--- src/rtl/pb_refresh_dispatcher_pkg.sv ---
// Purpose: shared defaults and FSM state encoding for the per-bank refresh dispatcher.
// Latency: n/a (types and constants only).
// Backpressure: n/a.
package pb_refresh_pkg;

    localparam int DEF_NUM_CNT         = 4;
    localparam int DEF_NUM_BANKS       = 8;
    localparam int DEF_BANK_ADDR_WIDTH = 3;
    localparam int DEF_TRFC_PB_WIDTH   = 8;

    typedef enum logic [0:0] {
        ST_IDLE = 1'b0,
        ST_PEND = 1'b1
    } disp_state_t;

endpackage

--- src/rtl/pb_refresh_dispatcher_select.sv ---
// Purpose: pick the lowest-index set bit of a free mask as a one-hot vector.
// Latency: combinational.
// Backpressure: none; o_any_free low means nothing can be picked.
module lowest_free_select #(
    parameter int N = 4
) (
    input  logic [N-1:0] i_free,
    output logic [N-1:0] o_onehot,
    output logic         o_any_free
);

    // Two's-complement trick isolates the least significant set bit.
    assign o_onehot   = i_free & (~i_free + N'(1));
    assign o_any_free = |i_free;

endmodule

--- src/rtl/pb_refresh_dispatcher.sv ---
// Purpose: accept per-bank refresh requests and hand each to the lowest free tRFCpb counter, tracking busy banks.
// Latency: accept at T, counter start at T+1 at the earliest; bank_busy set at T+2; refresh_done one cycle after cnt_done.
// Backpressure: req_ready drops while a request is pending (target bank busy or no free counter); at most one request per 2 cycles.
module pb_refresh_dispatcher
    import pb_refresh_pkg::*;
#(
    parameter int NUM_CNT         = DEF_NUM_CNT,
    parameter int NUM_BANKS       = DEF_NUM_BANKS,
    parameter int BANK_ADDR_WIDTH = DEF_BANK_ADDR_WIDTH,
    parameter int TRFC_PB_WIDTH   = DEF_TRFC_PB_WIDTH
) (
    input  logic                               clk,
    input  logic                               rst_n,
    input  logic                               req_valid,
    input  logic [BANK_ADDR_WIDTH-1:0]         req_bank,
    output logic                               req_ready,
    input  logic [TRFC_PB_WIDTH-1:0]           trfc_pb,
    output logic [NUM_CNT-1:0]                 cnt_start,
    output logic [BANK_ADDR_WIDTH-1:0]         cnt_bank,
    output logic [TRFC_PB_WIDTH-1:0]           cnt_trfc_pb,
    input  logic [NUM_CNT-1:0]                 cnt_assigned,
    input  logic [NUM_CNT-1:0]                 cnt_done,
    input  logic [NUM_CNT*BANK_ADDR_WIDTH-1:0] cnt_assigned_bank,
    output logic [NUM_BANKS-1:0]               bank_busy,
    output logic [NUM_BANKS-1:0]               refresh_done,
    output logic                               err
);

    disp_state_t                r_state;
    logic                       r_req_ready;
    logic [BANK_ADDR_WIDTH-1:0] r_pend_bank;
    logic [NUM_CNT-1:0]         r_reserved;
    logic [NUM_CNT-1:0]         r_assigned_q;
    logic [NUM_BANKS-1:0]       r_bank_busy;
    logic [NUM_BANKS-1:0]       r_refresh_done;
    logic                       r_err;

    logic [NUM_CNT-1:0]         w_free;
    logic [NUM_CNT-1:0]         w_pick;
    logic                       w_any_free;
    logic                       w_dispatch;
    logic                       w_accept;
    logic [NUM_BANKS-1:0]       w_busy_set;
    logic [NUM_BANKS-1:0]       w_done_mask;
    logic                       w_done_idle;
    logic                       w_done_dup;
    logic                       w_rogue_asg;
    logic [BANK_ADDR_WIDTH-1:0] w_slot_bank [NUM_CNT];

    // A counter that was just started is reserved until its assigned flag shows up.
    assign w_free = ~cnt_assigned & ~r_reserved;

    lowest_free_select #(
        .N (NUM_CNT)
    ) u_select (
        .i_free     (w_free),
        .o_onehot   (w_pick),
        .o_any_free (w_any_free)
    );

    assign w_accept   = (r_state == ST_IDLE) && req_valid;
    assign w_dispatch = (r_state == ST_PEND) && !r_bank_busy[r_pend_bank] && w_any_free;

    assign req_ready    = r_req_ready;
    assign cnt_start    = w_dispatch ? w_pick : '0;
    assign cnt_bank     = r_pend_bank;
    assign cnt_trfc_pb  = trfc_pb;
    assign bank_busy    = r_bank_busy;
    assign refresh_done = r_refresh_done;
    assign err          = r_err;

    // Unpack the per-counter bank slices and decode the dispatch target.
    always_comb begin
        w_busy_set = '0;
        for (int i = 0; i < NUM_CNT; i++) begin
            w_slot_bank[i] = cnt_assigned_bank[i*BANK_ADDR_WIDTH +: BANK_ADDR_WIDTH];
        end
        if (w_dispatch) begin
            w_busy_set[r_pend_bank] = 1'b1;
        end
    end

    // Collapse all done pulses of this cycle into one bank mask and flag inconsistent reports.
    always_comb begin
        w_done_mask = '0;
        w_done_idle = 1'b0;
        w_done_dup  = 1'b0;
        for (int i = 0; i < NUM_CNT; i++) begin
            if (cnt_done[i]) begin
                w_done_mask[w_slot_bank[i]] = 1'b1;
                if (!r_bank_busy[w_slot_bank[i]]) begin
                    w_done_idle = 1'b1;
                end
                for (int j = 0; j < i; j++) begin
                    if (cnt_done[j] && (w_slot_bank[j] == w_slot_bank[i])) begin
                        w_done_dup = 1'b1;
                    end
                end
            end
        end
    end

    assign w_rogue_asg = |(cnt_assigned & ~r_assigned_q & ~r_reserved);

    // Request FSM: IDLE takes a request, PEND holds it until it can be dispatched.
    always_ff @(posedge clk or negedge rst_n) begin
        if (!rst_n) begin
            r_state     <= ST_IDLE;
            r_req_ready <= 1'b1;
            r_pend_bank <= '0;
        end else begin
            case (r_state)
                ST_IDLE: begin
                    if (w_accept) begin
                        r_state     <= ST_PEND;
                        r_req_ready <= 1'b0;
                        r_pend_bank <= req_bank;
                    end
                end
                ST_PEND: begin
                    if (w_dispatch) begin
                        r_state     <= ST_IDLE;
                        r_req_ready <= 1'b1;
                    end
                end
                default: begin
                    r_state     <= ST_IDLE;
                    r_req_ready <= 1'b1;
                end
            endcase
        end
    end

    // Track reservations from start until assigned rises, plus last-cycle assigned for edge detection.
    always_ff @(posedge clk or negedge rst_n) begin
        if (!rst_n) begin
            r_reserved   <= '0;
            r_assigned_q <= '0;
        end else begin
            r_reserved   <= (r_reserved & ~cnt_assigned) | cnt_start;
            r_assigned_q <= cnt_assigned;
        end
    end

    // Bank busy is set one cycle after dispatch and released one cycle after its done; done mask is echoed.
    always_ff @(posedge clk or negedge rst_n) begin
        if (!rst_n) begin
            r_bank_busy    <= '0;
            r_refresh_done <= '0;
        end else begin
            r_bank_busy    <= (r_bank_busy & ~w_done_mask) | w_busy_set;
            r_refresh_done <= w_done_mask;
        end
    end

    // Sticky protocol error, cleared only by reset.
    always_ff @(posedge clk or negedge rst_n) begin
        if (!rst_n) begin
            r_err <= 1'b0;
        end else if (w_done_idle || w_done_dup || w_rogue_asg) begin
            r_err <= 1'b1;
        end
    end

endmodule

--- config.mk ---
export PLATFORM = sky130hd
export DESIGN_NAME = pb_refresh_dispatcher
export DESIGN_NICKNAME = d
export VERILOG_FILES = /design/src/rtl/pb_refresh_dispatcher_pkg.sv /design/src/rtl/pb_refresh_dispatcher_select.sv /design/src/rtl/pb_refresh_dispatcher.sv
export SDC_FILE = /design/constraint.sdc
export NUM_CORES = 1
export LEC_CHECK = 0
export CAP_MARGIN = 25
export CELL_PAD_IN_SITES_DETAIL_PLACEMENT = 0
export CELL_PAD_IN_SITES_GLOBAL_PLACEMENT = 1
export CORE_MARGIN = 4
export CORE_UTILIZATION = 30
export CTS_CLUSTER_SIZE = 8
export DETAILED_ROUTE_END_ITERATION = 7
export HOLD_SLACK_MARGIN = 0.02
export PLACE_DENSITY_LB_ADDON = 0.05
export SETUP_SLACK_MARGIN = 0.5
export SKIP_LAST_GASP = 1
export SLEW_MARGIN = 20
export SYNTH_ARGS = -nofsm -noshare
export SYNTH_HDL_FRONTEND = slang
export SYNTH_SLANG_ARGS = --single-unit
--- constraint.sdc ---
create_clock -name clk -period 1.95 [get_ports clk]
set_input_delay 0.4875 -clock clk [delete_from_list [all_inputs] [get_ports clk]]
set_output_delay 0.4875 -clock clk [all_outputs]
set_load 0.05 [all_outputs]
==> results.sh, run 1 <==
export IMPL_worstPathCellList="mux2i_2 > o311ai_2 > a211oi_2 > buf_4 > and3_4 > buf_12"
export IMPL_power_mw=4.51
export IMPL_ioPinCount=67
export IMPL_synth_xor_area_share=0.0767
export IMPL_rows=29
export IMPL_syn_nets=245
export IMPL_yosys_area_share_simple=0.191
export IMPL_die_area_um2=8240
export IMPL_critPathMaxFanout=4
export IMPL_whs_endpoint="r_assigned_q[1]"
export IMPL_critical_path_max_stage_delay_ns=0.43
export IMPL_syn_to_final_growth_pct=65.7
export IMPL_postLayoutCoreUtil=0.524
export IMPL_antenna_found_initial=0
export IMPL_fin_setup_tns_ns=-1.88
export IMPL_fin_nets=348
export IMPL_worstReg2RegEnd="bank_busy[4]"
export IMPL_irDropWorstVdd_uv=1120
export IMPL_fin_crit_ns=2.39
export IMPL_chipHeight_um=90.8
export IMPL_violations="setup timing"
export IMPL_ys_seq_area_frac=0.366
export IMPL_first_pass_iters=4
export IMPL_die_w_um=90.8
export IMPL_cts_clk_slew_worst_paths_ns=0.07
export IMPL_fmax_mhz=419
export IMPL_skew_ns=0.00737
export IMPL_synthAdderAreaFrac=0
export IMPL_grt_pass1_wl_mm=11.2
export IMPL_dp_cells=370
export IMPL_gp_congestion=0.832
export IMPL_h_tree_depth=2
export IMPL_ant_nets=0
export IMPL_tightest_slew_ns=0.553
export IMPL_outcome="finished, violations left"
export IMPL_netlist_instances=211
export IMPL_vias=2011
export IMPL_synthFlopType="dfrtp_1"
export IMPL_route_detailed_drc=0
export IMPL_synth_top_area_cell="dfrtp_1"
export IMPL_clockBufferDepth=2
export IMPL_rsz0062_at_grt="yes"
export IMPL_syn_cell_area_um2=2050
export IMPL_whs_path_depth=2
export IMPL_place_ws_ns=-0.356
export IMPL_instances_no_fill=392
export IMPL_vias_per_cell=5.13
export IMPL_critPathSlowestCell="dfrtp_2"
export IMPL_synth_most_common_cell="dfrtp_1"
export IMPL_final_max_slew_viol_count=0
export IMPL_synth_edf_count=0
export IMPL_period_share=1.22
export IMPL_numPortBuffers=50
export IMPL_critPathArrivalTime_ns=1.90
export IMPL_ys_async_sr_fraction=1.00
export IMPL_final_layout_size_suffix_gt1_frac=0.508
export IMPL_nFillCells=615
export IMPL_max_cap_violations=0
export IMPL_n_antenna_cell=0
export IMPL_synth_common_cells="dfrtp_1, nor2_1, nand2_1, xnor2_1, nand2b_1"
export IMPL_finalWorstSetupSlack_ns=-0.438
export IMPL_critPathCaptureType="output port"
export IMPL_final_setup_viol_count=11
export IMPL_cts_sinks=30
export IMPL_synth_top_family_by_area="simple AND/OR/NAND/NOR gates"
export IMPL_initial_utilization=0.316
export IMPL_worst_setup_path_type="reg -> out"
export IMPL_synth_top_area_frac=0.353
export IMPL_drt_initial_drc_count=63
export IMPL_hpwl_mm=5.04
export IMPL_cts_root_buf="clkbuf_8"
export IMPL_post_drt_wl_per_cell_um=17.7
export IMPL_cts_tree="done"
export IMPL_r2r_slack_ns=-0.06
export IMPL_worst_r2r_path_depth=9
export IMPL_insertion_delay_ns=0.28
export IMPL_syn_avg_cell_area_um2=9.74
export IMPL_path_delay_family="flip-flops"
export IMPL_slew_headroom=0.628
export IMPL_core_area_um2=6490
export IMPL_worstHoldStart="cnt_assigned[1]"
export IMPL_grt_max_degree=31
export IMPL_worstPathRequired_ns=1.46
export IMPL_crit_buf_inv=2
export IMPL_muxShareOfSynthArea=0.123
export IMPL_power_density_nw_per_um2=1320
export IMPL_numCtsBuffers=5
export IMPL_holdCritPathClass="in -> reg"
export IMPL_hold_viol=0
export IMPL_r2r_start="cnt_bank[2]"
export IMPL_routed_wl_mm=6.94
export IMPL_yosys_register_bits=30
export IMPL_synth_distinct_cells=44
export IMPL_yosysWarnings=0
export IMPL_grt_use_total=0.173
export IMPL_start_kind="flip-flop"
export IMPL_grt_overflow=0
export IMPL_synth_compound_area_frac=0.157
export IMPL_p_leak_nw=1.48
export IMPL_ys_top_cells_by_area="dfrtp_1, mux4_2, xnor2_1, nand2b_1, nor2_1"
export IMPL_grt_pass1_vias=2108
==> layout make-up <==
cell class / count / area [µm²] / share of cell area
inverter: 11 / 42.5 / 0.0125
timing repair buffer: 119 / 1110 / 0.327
multi-input combinational: 147 / 1300 / 0.383
clock buffer: 7 / 86.3 / 0.0254
clock inverter: 1 / 5.00 / 0.00147
sequential: 30 / 757 / 0.222
tap: 77 / 96.3 / 0.0283
==> logic make-up (layout without fill, tap and decap cells) <==
family / count (synthesis) / in the layout
DFF: 30 / 30
xor gates and xnor gates: 18 / 18
and+or+nand+nor: 76 / 76
buffers and inverters: 34 / 138
muxes: 15 / 15
AOI/OAI and AO/OA: 38 / 38
==> state kept, by name, summed over array words and instances, names as in the netlist <==
name	count
cnt_bank	3
refresh_done	8
r_state	1
r_assigned_q	4
err	1
bank_busy	8
r_reserved	4
req_ready	1
==> stage by stage <==
stage | hold slack, ns | area, µm²
after global routing | 0.469 | 3400
final | 0.466 | 3400
after floorplan | 0.192 | 2100
after global placement | 0.501 | 2950
after detailed placement | 0.504 | 2950
after CTS | 0.448 | 3300
==> power by group <==
| part | switching [mW] | internal (mW) | leakage (nW) | total, mW |
|---|---|---|---|---|
| logic | 1.53 | 1.47 | 1.06 | 3.00 |
| clock network | 0.240 | 0.285 | 0.0482 | 0.525 |
| registers | 0.172 | 0.811 | 0.372 | 0.982 |
==> worst max-delay path by stage <==
| stage | startpoint | to | slack, ns | cells past startpoint |
|---|---|---|---|---|
| floorplan | cnt_bank[2] | cnt_start[1] | -0.56 | 6 |
| global placement | cnt_assigned[0] | bank_busy[2] | -0.32 | 6 |
| detailed placement | cnt_assigned[0] | bank_busy[2] | -0.36 | 6 |
| CTS | cnt_bank[2] | cnt_start[3] | -0.44 | 7 |
| global route | cnt_bank[2] | cnt_start[2] | -0.54 | 7 |
| finish | cnt_bank[2] | cnt_start[2] | -0.44 | 6 |
==> metal layers <==
metal,wire (µm),share of wire,global-route usage,up-vias
met1,3140,0.45,0.230,968
li1,-,-,-,969
met5,0,0,0,-
met4,87,0.013,0.0446,0
met2,3310,0.48,0.281,62
met3,403,0.058,0.0408,12
==> cells in the final DEF, fill, tap and decap left out, drive strengths merged, types with 4 or more instances in the layout <==
cell type / count
buf: 95
dfrtp: 29
nor2: 17
xnor2: 15
nand2: 15
dlygate4sd2: 12
nand2b: 12
inv: 10
clkbuf: 10
mux4: 8
o32ai: 7
nand4: 6
nor2b: 5
clkdlybuf4s50: 5
mux2i: 5
nand3: 5
o22ai: 5
o221ai: 4
o21ai: 4
clkdlybuf4s15: 4
==> what timing repair did <==
item / CTS / global route
pin swaps: 18 / 6
setup buffers: 9 / 4
gates resized for setup: 82 / 21
gates cloned: 1 / 0
hold endpoints to repair: 0 / 0
setup endpoints to repair: 37 / 35
hold buffers: 0 / 0
(Power assumes the default switching activity.)
==> inputs of run 2 (changes only) <==
Settings changed: ABC_CLOCK_PERIOD_IN_PS set to 1950, CORE_MARGIN 4 to 2.
==> run 2 against run 1 <==
Compared with the run above:
- largest cell class unchanged
- power rose by 9.0%
- sequential power barely moved
- sequential share of layout area fell by 1.4 points
- critical endpoint unchanged
- critical path type unchanged
- the run still ends with setup timing left
==> results.sh, run 2 (synthesized netlist as in run 1, its figures left out) <==
export IMPL_r2r_slack_ns=-0.11
export IMPL_switching_share=0.422
export IMPL_die_area_um2=7530
export IMPL_whs_endpoint="r_assigned_q[1]"
export IMPL_p_sw_mw=2.07
export IMPL_instances_no_fill=405
export IMPL_cts_tree="done"
export IMPL_final_layout_size_suffix_gt1_frac=0.523
export IMPL_rsz0062_at_grt="yes"
export IMPL_grt_use_total=0.188
export IMPL_worstReg2RegEnd="bank_busy[2]"
export IMPL_antenna_found_initial=0
export IMPL_first_pass_iters=4
export IMPL_cts_root_buf="clkbuf_8"
export IMPL_nFillCells=628
export IMPL_clockBufferDepth=2
export IMPL_outcome="finished, violations left"
export IMPL_numPortBuffers=50
export IMPL_fin_nets=358
export IMPL_start_kind="flip-flop"
export IMPL_crit_path_start="cnt_bank[2]"
export IMPL_r2r_start="cnt_bank[0]"
export IMPL_critPathMaxFanout=5
export IMPL_fin_crit_ns=2.39
export IMPL_rows=30
export IMPL_pwr_share_comb=0.694
export IMPL_postLayoutCoreUtil=0.541
export IMPL_whs_path_depth=2
export IMPL_fmax_mhz=419
export IMPL_p_leak_nw=1.58
export IMPL_cts_sinks=30
export IMPL_max_cap_violations=0
export IMPL_routed_wl_mm=6.77
export IMPL_slew_headroom=0.623
export IMPL_post_drt_wl_per_cell_um=16.7
export IMPL_hold_slack_ns=0.460
export IMPL_irDropWorstVdd_uv=1100
export IMPL_multiInputGateArea_um2=1400
export IMPL_worstHoldStart="cnt_assigned[1]"
export IMPL_die_w_um=86.8
export IMPL_insertion_delay_ns=0.28
export IMPL_gp_congestion=0.799
export IMPL_pwr_share_seq=0.200
export IMPL_grt_max_degree=31
export IMPL_final_cell_mix="buf_4, dfrtp_1, buf_6"
export IMPL_worst_setup_path_type="reg -> out"
export IMPL_period_share=1.22
export IMPL_route_detailed_drc=0
export IMPL_holdCritPathClass="in -> reg"
export IMPL_core_area_um2=6720
export IMPL_worst_r2r_path_depth=9
export IMPL_cts_clk_slew_worst_paths_ns=0.06
export IMPL_ioPinCount=67
export IMPL_regArea_um2=756
export IMPL_hpwl_mm=5.06
export IMPL_hold_viol=0
export IMPL_dp_cells=377
export IMPL_numCtsBuffers=5
export IMPL_h_tree_depth=2
export IMPL_ant_nets=0
export IMPL_chipHeight_um=86.8
export IMPL_skew_ns=0.00647
export IMPL_vias_per_cell=5.04
export IMPL_p_int_mw=2.84
export IMPL_grt_overflow=0
export IMPL_grt_pass1_vias=2058
export IMPL_syn_to_final_growth_pct=76.8
export IMPL_violations="setup timing"
export IMPL_critPathCaptureType="output port"
export IMPL_worstPathRequired_ns=1.46
export IMPL_final_max_slew_viol_count=0
export IMPL_finalWorstSetupSlack_ns=-0.435
export IMPL_vias=2042
export IMPL_final_setup_viol_count=14
export IMPL_critPathArrivalTime_ns=1.90
export IMPL_clockPowerShare=0.106
export IMPL_layout_commonest_cell="buf_4"
export IMPL_n_antenna_cell=0
export IMPL_initial_utilization=0.306
export IMPL_drt_initial_drc_count=76
export IMPL_power_density_nw_per_um2=1350
export IMPL_tightest_slew_ns=0.560
export IMPL_grt_pass1_wl_mm=10.7
-- run 2: cell count changes in the layout (fill, tap and decap cells not counted), sizes merged --
| cell | before | now |
|---|---|---|
| buf | 95 | 105 |
| clkbuf | 10 | 8 |
| clkdlybuf4s50 | 5 | 7 |
| dlymetal6s2s | 0 | 2 |
| clkdlybuf4s15 | 4 | 3 |
| dlygate4sd2 | 12 | 11 |
-- run 2: what timing repair did --
| item | in CTS | in global routing |
|---|---|---|
| cloned | 0 | 0 |
| setup buffers | 9 | 11 |
| pin swaps | 13 | 11 |
| resized for setup | 78 | 32 |
| hold buffers | 0 | 0 |
| endpoints found under the setup margin | 38 | 37 |
-- run 2: cell type report --
class | count | area share
Clock inverter | 1 | 0.00138
Sequential cell | 30 | 0.208
Inverter | 11 | 0.0117
Multi-Input combinational cell | 147 | 0.385
Timing Repair Buffer | 129 | 0.343
Tap cell | 80 | 0.0276
Clock buffer | 7 | 0.0238
-- run 2: stage by stage --
stage	worst slack, ns	TNS (ns)	cell area [µm²]	power [mW]
2_1_floorplan	-0.557	-1.57	2100	2.41
4_1_cts	-0.419	-1.69	3400	4.46
3_5_place_dp	-0.425	-4.40	3010	3.37
6_report	-0.435	-2.34	3630	4.91
5_1_grt	-0.517	-3.46	3630	5.16
3_3_place_gp	-0.295	-3.88	3010	3.36
-- run 2: power groups by stage --
stage	Combinational (mW)	Sequential, mW	Clock [mW]
final	3.41	0.984	0.519
after global routing	3.60	1.00	0.560
after CTS	2.96	0.966	0.533
after detailed placement	2.40	0.967	0
after global placement	2.39	0.965	0
after floorplan	0.972	1.44	0
-- run 2: routing by layer --
| metal | track usage | wire length [µm] |
|---|---|---|
| met5 | 0 | 0 |
| met2 | 0.292 | 3260 |
| met4 | 0.0511 | 89 |
| met1 | 0.255 | 3060 |
| met3 | 0.0552 | 358 |
-- run 2: worst max path at each step --
stage                   end  cells after the start
2_1_floorplan  cnt_start[1]                      6
3_3_place_gp   bank_busy[6]                      6
3_5_place_dp   bank_busy[2]                      6
4_1_cts        cnt_start[2]                      6
5_1_grt        cnt_start[3]                      6
6_report       cnt_start[2]                      6
-- run 2: critical path: stages (launching register included) --
cell,delay (ns)
dfrtp_2,0.42
mux2i_4,0.28
o311ai_4,0.11
a211oi_2,0.30
buf_4,0.19
and3_4,0.18
buf_12,0.13
